--- src/rtl/mac_ctrl_pkg.sv ---
// Shared sizing constants and FSM state encoding for the MAC job arbiter.
package mac_ctrl_pkg;

    localparam int M                  = 4;
    localparam int K                  = 4;
    localparam int N                  = 4;
    localparam int DATA_WIDTH_INITIAL = 8;
    localparam int DATA_WIDTH_FINAL   = DATA_WIDTH_INITIAL * 2;
    localparam int TIMEOUT_CYCLES     = 1024;

    // Flattened bus widths for the operand and result matrices.
    localparam int A_W  = M * K * DATA_WIDTH_INITIAL;
    localparam int B_W  = K * N * DATA_WIDTH_INITIAL;
    localparam int C_W  = M * N * DATA_WIDTH_FINAL;
    // Watchdog counter width, wide enough to hold TIMEOUT_CYCLES.
    localparam int WD_W = $clog2(TIMEOUT_CYCLES + 1);

    typedef enum logic [2:0] {
        IDLE,
        LOAD,
        WRITE,
        WAIT_DONE,
        SETTLE,
        READ,
        CAPTURE,
        RESP
    } state_e;

endpackage

--- src/rtl/rr_arbiter_2.sv ---
// Two-way round-robin arbiter. On a tie the requester that was not granted
// last wins. The last-grant pointer moves only when a grant is taken.
module rr_arbiter_2 (
    input  logic       clk,
    input  logic       rst,
    input  logic [1:0] req_i,
    input  logic       grant_en_i,
    output logic       grant_o,
    output logic       any_o
);

    logic last_q;
    logic last_d;

    // Grant selection and pointer next-state.
    always_comb begin
        any_o   = |req_i;
        grant_o = 1'b0;
        if (req_i == 2'b11) begin
            grant_o = ~last_q;
        end else if (req_i[1]) begin
            grant_o = 1'b1;
        end
        last_d = last_q;
        if (grant_en_i && any_o) begin
            last_d = grant_o;
        end
    end

    // Pointer resets to requester 1 so requester 0 wins the first tie.
    always_ff @(posedge clk or posedge rst) begin
        if (rst) begin
            last_q <= 1'b1;
        end else begin
            last_q <= last_d;
        end
    end

endmodule

--- src/rtl/mac_job_arbiter.sv ---
// Arbitrates matrix-multiply jobs from two requesters onto a single MAC,
// sequencing operand load, completion wait, result read and response.
// Handshakes: a job transfers in the IDLE cycle where req_rdy pulses; a
// response transfers on the cycle rsp_val and rsp_rdy of the granted
// requester are both high; host2block_val waits for host2block_rdy and is
// never withdrawn once raised, except by reset.
module mac_job_arbiter
    import mac_ctrl_pkg::*;
(
    input  logic                 clk,
    input  logic                 rst,
    input  logic [1:0]           req_val,
    output logic [1:0]           req_rdy,
    input  logic [1:0][A_W-1:0]  req_a_data,
    input  logic [1:0][B_W-1:0]  req_b_data,
    output logic [1:0]           rsp_val,
    input  logic [1:0]           rsp_rdy,
    output logic [C_W-1:0]       rsp_c_data,
    output logic                 rsp_err,
    output logic                 host2block_val,
    input  logic                 host2block_rdy,
    output logic [A_W-1:0]       a_data_in_ext,
    output logic [B_W-1:0]       b_data_in_ext,
    output logic                 a_b_we_ext,
    input  logic                 mac_done,
    input  logic                 block2host_val,
    output logic                 block2host_rdy,
    output logic                 c_re_ext,
    input  logic [C_W-1:0]       c_data_out_ext
);

    state_e          state_q, state_d;
    logic            grant_q, grant_d;
    logic [A_W-1:0]  a_q, a_d;
    logic [B_W-1:0]  b_q, b_d;
    logic [C_W-1:0]  c_q, c_d;
    logic            err_q, err_d;
    logic [WD_W-1:0] wd_q, wd_d;
    logic            arb_grant;
    logic            arb_any;
    logic            unused_b2h_val;

    // block2host_val is informational; the FSM paces the read itself.
    assign unused_b2h_val = block2host_val;

    assign rsp_c_data = c_q;
    assign rsp_err    = err_q;

    rr_arbiter_2 u_arb (
        .clk        (clk),
        .rst        (rst),
        .req_i      (req_val),
        .grant_en_i (state_q == IDLE),
        .grant_o    (arb_grant),
        .any_o      (arb_any)
    );

    // Next-state, datapath next values and all combinational outputs.
    always_comb begin
        state_d        = state_q;
        grant_d        = grant_q;
        a_d            = a_q;
        b_d            = b_q;
        c_d            = c_q;
        err_d          = err_q;
        wd_d           = '0;
        req_rdy        = 2'b00;
        rsp_val        = 2'b00;
        host2block_val = 1'b0;
        a_b_we_ext     = 1'b0;
        a_data_in_ext  = '0;
        b_data_in_ext  = '0;
        block2host_rdy = 1'b0;
        c_re_ext       = 1'b0;
        case (state_q)
            IDLE: begin
                // Gated by rst so req_rdy stays low while reset is held.
                if (arb_any && !rst) begin
                    req_rdy[arb_grant] = 1'b1;
                    grant_d            = arb_grant;
                    a_d                = req_a_data[arb_grant];
                    b_d                = req_b_data[arb_grant];
                    err_d              = 1'b0;
                    state_d            = LOAD;
                end
            end
            LOAD: begin
                host2block_val = 1'b1;
                if (host2block_rdy) begin
                    state_d = WRITE;
                end
            end
            WRITE: begin
                host2block_val = 1'b1;
                a_b_we_ext     = 1'b1;
                a_data_in_ext  = a_q;
                b_data_in_ext  = b_q;
                state_d        = WAIT_DONE;
            end
            WAIT_DONE: begin
                if (mac_done) begin
                    state_d = SETTLE;
                end else if (wd_q == WD_W'(TIMEOUT_CYCLES - 1)) begin
                    c_d     = '0;
                    err_d   = 1'b1;
                    state_d = RESP;
                end else begin
                    wd_d = wd_q + WD_W'(1);
                end
            end
            SETTLE: begin
                state_d = READ;
            end
            READ: begin
                block2host_rdy = 1'b1;
                c_re_ext       = 1'b1;
                state_d        = CAPTURE;
            end
            CAPTURE: begin
                c_d     = c_data_out_ext;
                state_d = RESP;
            end
            RESP: begin
                rsp_val[grant_q] = 1'b1;
                if (rsp_rdy[grant_q]) begin
                    state_d = IDLE;
                end
            end
            default: begin
                state_d = IDLE;
            end
        endcase
    end

    // State, latched operands, result, error flag and watchdog registers.
    always_ff @(posedge clk or posedge rst) begin
        if (rst) begin
            state_q <= IDLE;
            grant_q <= 1'b0;
            a_q     <= '0;
            b_q     <= '0;
            c_q     <= '0;
            err_q   <= 1'b0;
            wd_q    <= '0;
        end else begin
            state_q <= state_d;
            grant_q <= grant_d;
            a_q     <= a_d;
            b_q     <= b_d;
            c_q     <= c_d;
            err_q   <= err_d;
            wd_q    <= wd_d;
        end
    end

endmodule

--- config.mk ---
export PLATFORM = sky130hd
export DESIGN_NAME = mac_job_arbiter
export DESIGN_NICKNAME = d
export VERILOG_FILES = /design/src/rtl/mac_ctrl_pkg.sv /design/src/rtl/rr_arbiter_2.sv /design/src/rtl/mac_job_arbiter.sv
export SDC_FILE = /design/constraint.sdc
export NUM_CORES = 1
export LEC_CHECK = 0
export CAP_MARGIN = 20
export CORE_AREA = 5 5 506 508
export CTS_CLUSTER_SIZE = 30
export DETAILED_ROUTE_END_ITERATION = 10
export DIE_AREA = 0 0 511 513
export DONT_BUFFER_PORTS = 1
export GPL_TIMING_DRIVEN = 1
export PLACE_DENSITY = 0.3
export SYNTH_ARGS = -nofsm -noshare
export SYNTH_HDL_FRONTEND = slang
export SYNTH_HIERARCHICAL = 1
export SYNTH_SLANG_ARGS = --single-unit
--- constraint.sdc ---
create_clock -name clk -period 31.6 [get_ports clk]
set_clock_uncertainty 0.1 [all_clocks]
set_input_delay 7.9 -clock clk [delete_from_list [all_inputs] [get_ports clk]]
set_output_delay 7.9 -clock clk [all_outputs]
set_load 0.01 [all_outputs]
==> results.py <==
metrics = {
    "setup_path": {
        "path_class": "in -> out",
        "start_kind": "input port",
        "crit_chain": "a21boi_4 -> buf_4 -> buf_4 -> and2_1",
        "critPathBufInv": 2,
        "critPathTopFamily": "buffers and inverters",
        "slowest_stage": "buf_4",
        "cp_slowest_stage_delay_ps": 530,
        "cp-end-kind": "primary output",
        "cp_data_required_time_ps": 23600,
        "path_max_fanout": 30,
        "arrival_ps": 9330,
        "crit_top_cell": "buf_4",
    },
    "routing": {
        "top_layer": "met5",
        "drt-initial-drc-count": 840,
        "m1WireLength_um": 43960,
        "dr_wl_met2_um": 68830,
        "drc": 0,
        "post_drt_wl_per_cell_um": 25.55,
        "routed_wl_um": 138800,
        "vias": 16330,
        "first_pass_iters": 4,
        "met3_length_um": 20640,
        "viasPerCell": 3.007,
        "ant_nets": 0,
    },
    "placed_design": {
        "dp_cells": 5272,
        "port_buffers": 0,
        "gp_congestion": 0.7905,
        "dp_hpwl_um": 113800,
    },
    "die": {
        "placeableCoreArea_um2": 250700,
        "die_w_um": 511,
        "io_pins": 1298,
        "dieArea_um2": 262100,
        "rows": 184,
        "die_h_um": 513,
        "initial_utilization_pct": 9.302,
    },
    "cts": {
        "post_cts_buffers": 0,
        "cts_sinks": 529,
        "clockBufferDepth": 3,
        "cts_hold_buf": 0,
        "clkLatencyLatePin_ps": 690,
        "clk_pin_slew_ps": 50,
        "cts_tree": "done",
        "h-tree-depth": 3,
        "post_cts_resized": 0,
        "cts_made_buffers": 74,
        "cts-root-buf": "clkbuf_16",
    },
    "sta": {
        "finalSetupTns_ps": 0,
        "slew_headroom_pct": 22.97,
        "tightest_slew_ps": 1155,
        "hold_violations": 0,
        "rsz0062_at_grt": "no",
        "post-route-period-util_pct": 54.84,
        "max_freq_mhz": 57.70,
        "finalSetupViolations": 0,
        "slew_viol_final": 0,
        "fin_crit_ps": 17330,
    },
    "synthesis": {
        "ys_seq_area_share_pct": 56.77,
        "postSynthAreaPerCell_um2": 11.30,
        "yosysWarnings": 6,
        "mappedNetlistArea_um2": 23320,
        "syn_inst": 2063,
        "syn_nets": 2841,
        "ys_types": 38,
        "synth_seq_cells": 529,
    },
    "finish": {
        "fin_util_pct": 11.77,
        "final_common_cell": "dfrtp_1",
        "drive_gt1_share_pct": 8.074,
        "stdcell_count": 5432,
        "area_growth_pct": 26.55,
        "final_cell_mix": "528 x dfrtp_1, 262 x nand2_1, 258 x and2_1",
        "nNetsFinal": 2779,
    },
    "grt": {
        "grt_pass1_wl_um": 178500,
        "gr-total-overflow": 0,
        "grt_pass1_vias": 17160,
        "grt_usage_pct": 10.12,
        "antenna_found_initial": 122,
        "grt_max_degree": 92,
    },
    "outcome": {
        "status": "finished, final reports clean",
    },
    "power_and_ir_drop": {
        "vdd_drop_max_uv": 45.97,
        "powerDensity_nw_per_um2": 98.81,
        "leakagePower_uw": 0.01249,
    },
    "run": {
        "maxCapViolations": 0,
    },
    "worst_hold_path": {
        "min_path_type": "reg -> reg",
    },
}
[sequential cells by signal, summed over array words and instances, names as in the netlist]
signal / cells
a_q: 128
u_arb/last_q: 1
rsp_c_data: 256
wd_q: 11
rsp_err: 1
grant_q: 1
state_q: 3
b_q: 128
[final cells by class]
| type | instances | area, um2 |
|---|---|---|
| inverter | 6 | 30.03 |
| clock inverter | 31 | 464.2 |
| multi-input combinational | 1354 | 9161 |
| antenna | 28 | 70.07 |
| sequential | 529 | 13240 |
| fill | 28530 | 221200 |
| clock buffer | 100 | 2069 |
| tap | 3348 | 4189 |
| timing repair buffer | 36 | 290.3 |
[worst register-to-register path, stage by stage, from the launching register on]
cell,delay [ps]
dfrtp_1,630
nor3_4,80
buf_4,190
nand3_4,400
buf_4,810
buf_4,830
buf_4,680
buf_4,750
buf_4,800
nand2_1,180
o21ai_1,100
[metal layers]
layer / track usage (%) / vias up
met5: 0 / -
met1: 9.293 / 7727
met3: 7.209 / 308
met2: 17.70 / 1040
met4: 3.155 / 112
li1: - / 7145
[synth_stat cells]
| cell type | count | area share (%) |
|---|---|---|
| o31ai_1 | 2 | 0.064 |
| or2_1 | 1 | 0.027 |
| a22o_1 | 256 | 9.6 |
| and3_1 | 1 | 0.027 |
| dfstp_2 | 1 | 0.11 |
| nand3_2 | 2 | 0.086 |
| o21ai_0 | 1 | 0.021 |
| a31oi_1 | 1 | 0.027 |
| inv_1 | 5 | 0.080 |
| nand2b_1 | 2 | 0.054 |
| o21ai_1 | 256 | 5.5 |
| o211ai_2 | 1 | 0.054 |
| nor3_1 | 5 | 0.11 |
| o311a_1 | 1 | 0.043 |
| nor4_4 | 1 | 0.091 |
| nand3_1 | 6 | 0.13 |
| a21boi_0 | 1 | 0.032 |
| inv_2 | 1 | 0.016 |
| a2bb2oi_1 | 1 | 0.038 |
| buf_6 | 27 | 1.3 |
| clkbuf_1 | 82 | 1.3 |
| nor2b_1 | 1 | 0.027 |
| nor3_4 | 1 | 0.070 |
| buf_4 | 1 | 0.032 |
| nand2_1 | 262 | 4.2 |
| buf_1 | 1 | 0.016 |
| ha_1 | 1 | 0.054 |
| a21o_1 | 1 | 0.032 |
| a21oi_1 | 4 | 0.086 |
| dfrtp_1 | 528 | 57 |
| mux2i_1 | 257 | 11 |
| mux2_2 | 2 | 0.097 |
| xor2_1 | 3 | 0.11 |
| nor2_1 | 19 | 0.31 |
| buf_2 | 63 | 1.4 |
| xnor2_1 | 6 | 0.23 |
| nand4_1 | 1 | 0.027 |
| and2_1 | 258 | 6.9 |
[logic make-up (layout without fill, tap and decap cells)]
family,Yosys count,count (layout),synth area share [%]
and+or+nand+nor,560,560,12.09
xor gates and xnor gates,9,9,0.3380
buffers and inverters,180,173,4.120
other,0,28,0
muxes,259,259,11.13
DFF,529,529,56.77
AOI/OAI and AO/OA,525,525,15.51
adders and majority gates,1,1,0.05364
[final timing paths]
| path | from | endpoint | slack [ps] | depth (start not counted) |
|---|---|---|---|---|
| min in group asynchronous | rst | u_arb/last_q$_DFFE_PP1P_ | 7020 | 1 |
| setup reg to reg | state_q[0]$_DFFE_PP0P_ | b_q[65]$_DFFE_PP0P_ | 25930 | 10 |
| max in group asynchronous | rst | b_q[69]$_DFFE_PP0P_ | 21100 | 5 |
| hold / removal | b_q[64]$_DFFE_PP0P_ | b_q[64]$_DFFE_PP0P_ | 370 | 2 |
| setup / recovery | req_val[1] | req_rdy[1] | 14270 | 4 |
| hold reg to reg | b_q[64]$_DFFE_PP0P_ | b_q[64]$_DFFE_PP0P_ | 370 | 2 |
[through the flow]
step	setup WS (ps)	hold slack, ps	total power [uW]	instance area, um2
floorplan	2221	347.4	1760	23320
global placement	14150	360.5	2078	26880
detailed placement	14150	367.2	2073	26880
CTS	14140	379.6	3008	29420
global route	14010	386.6	3115	29480
finish	14270	371.4	2916	29510
[power breakdown]
part	internal [uW]	switching [uW]	total, uW
clock network	522	362	884
registers	987	363	1350
logic	287	395	682
Power figures use the tool's default switching activity.
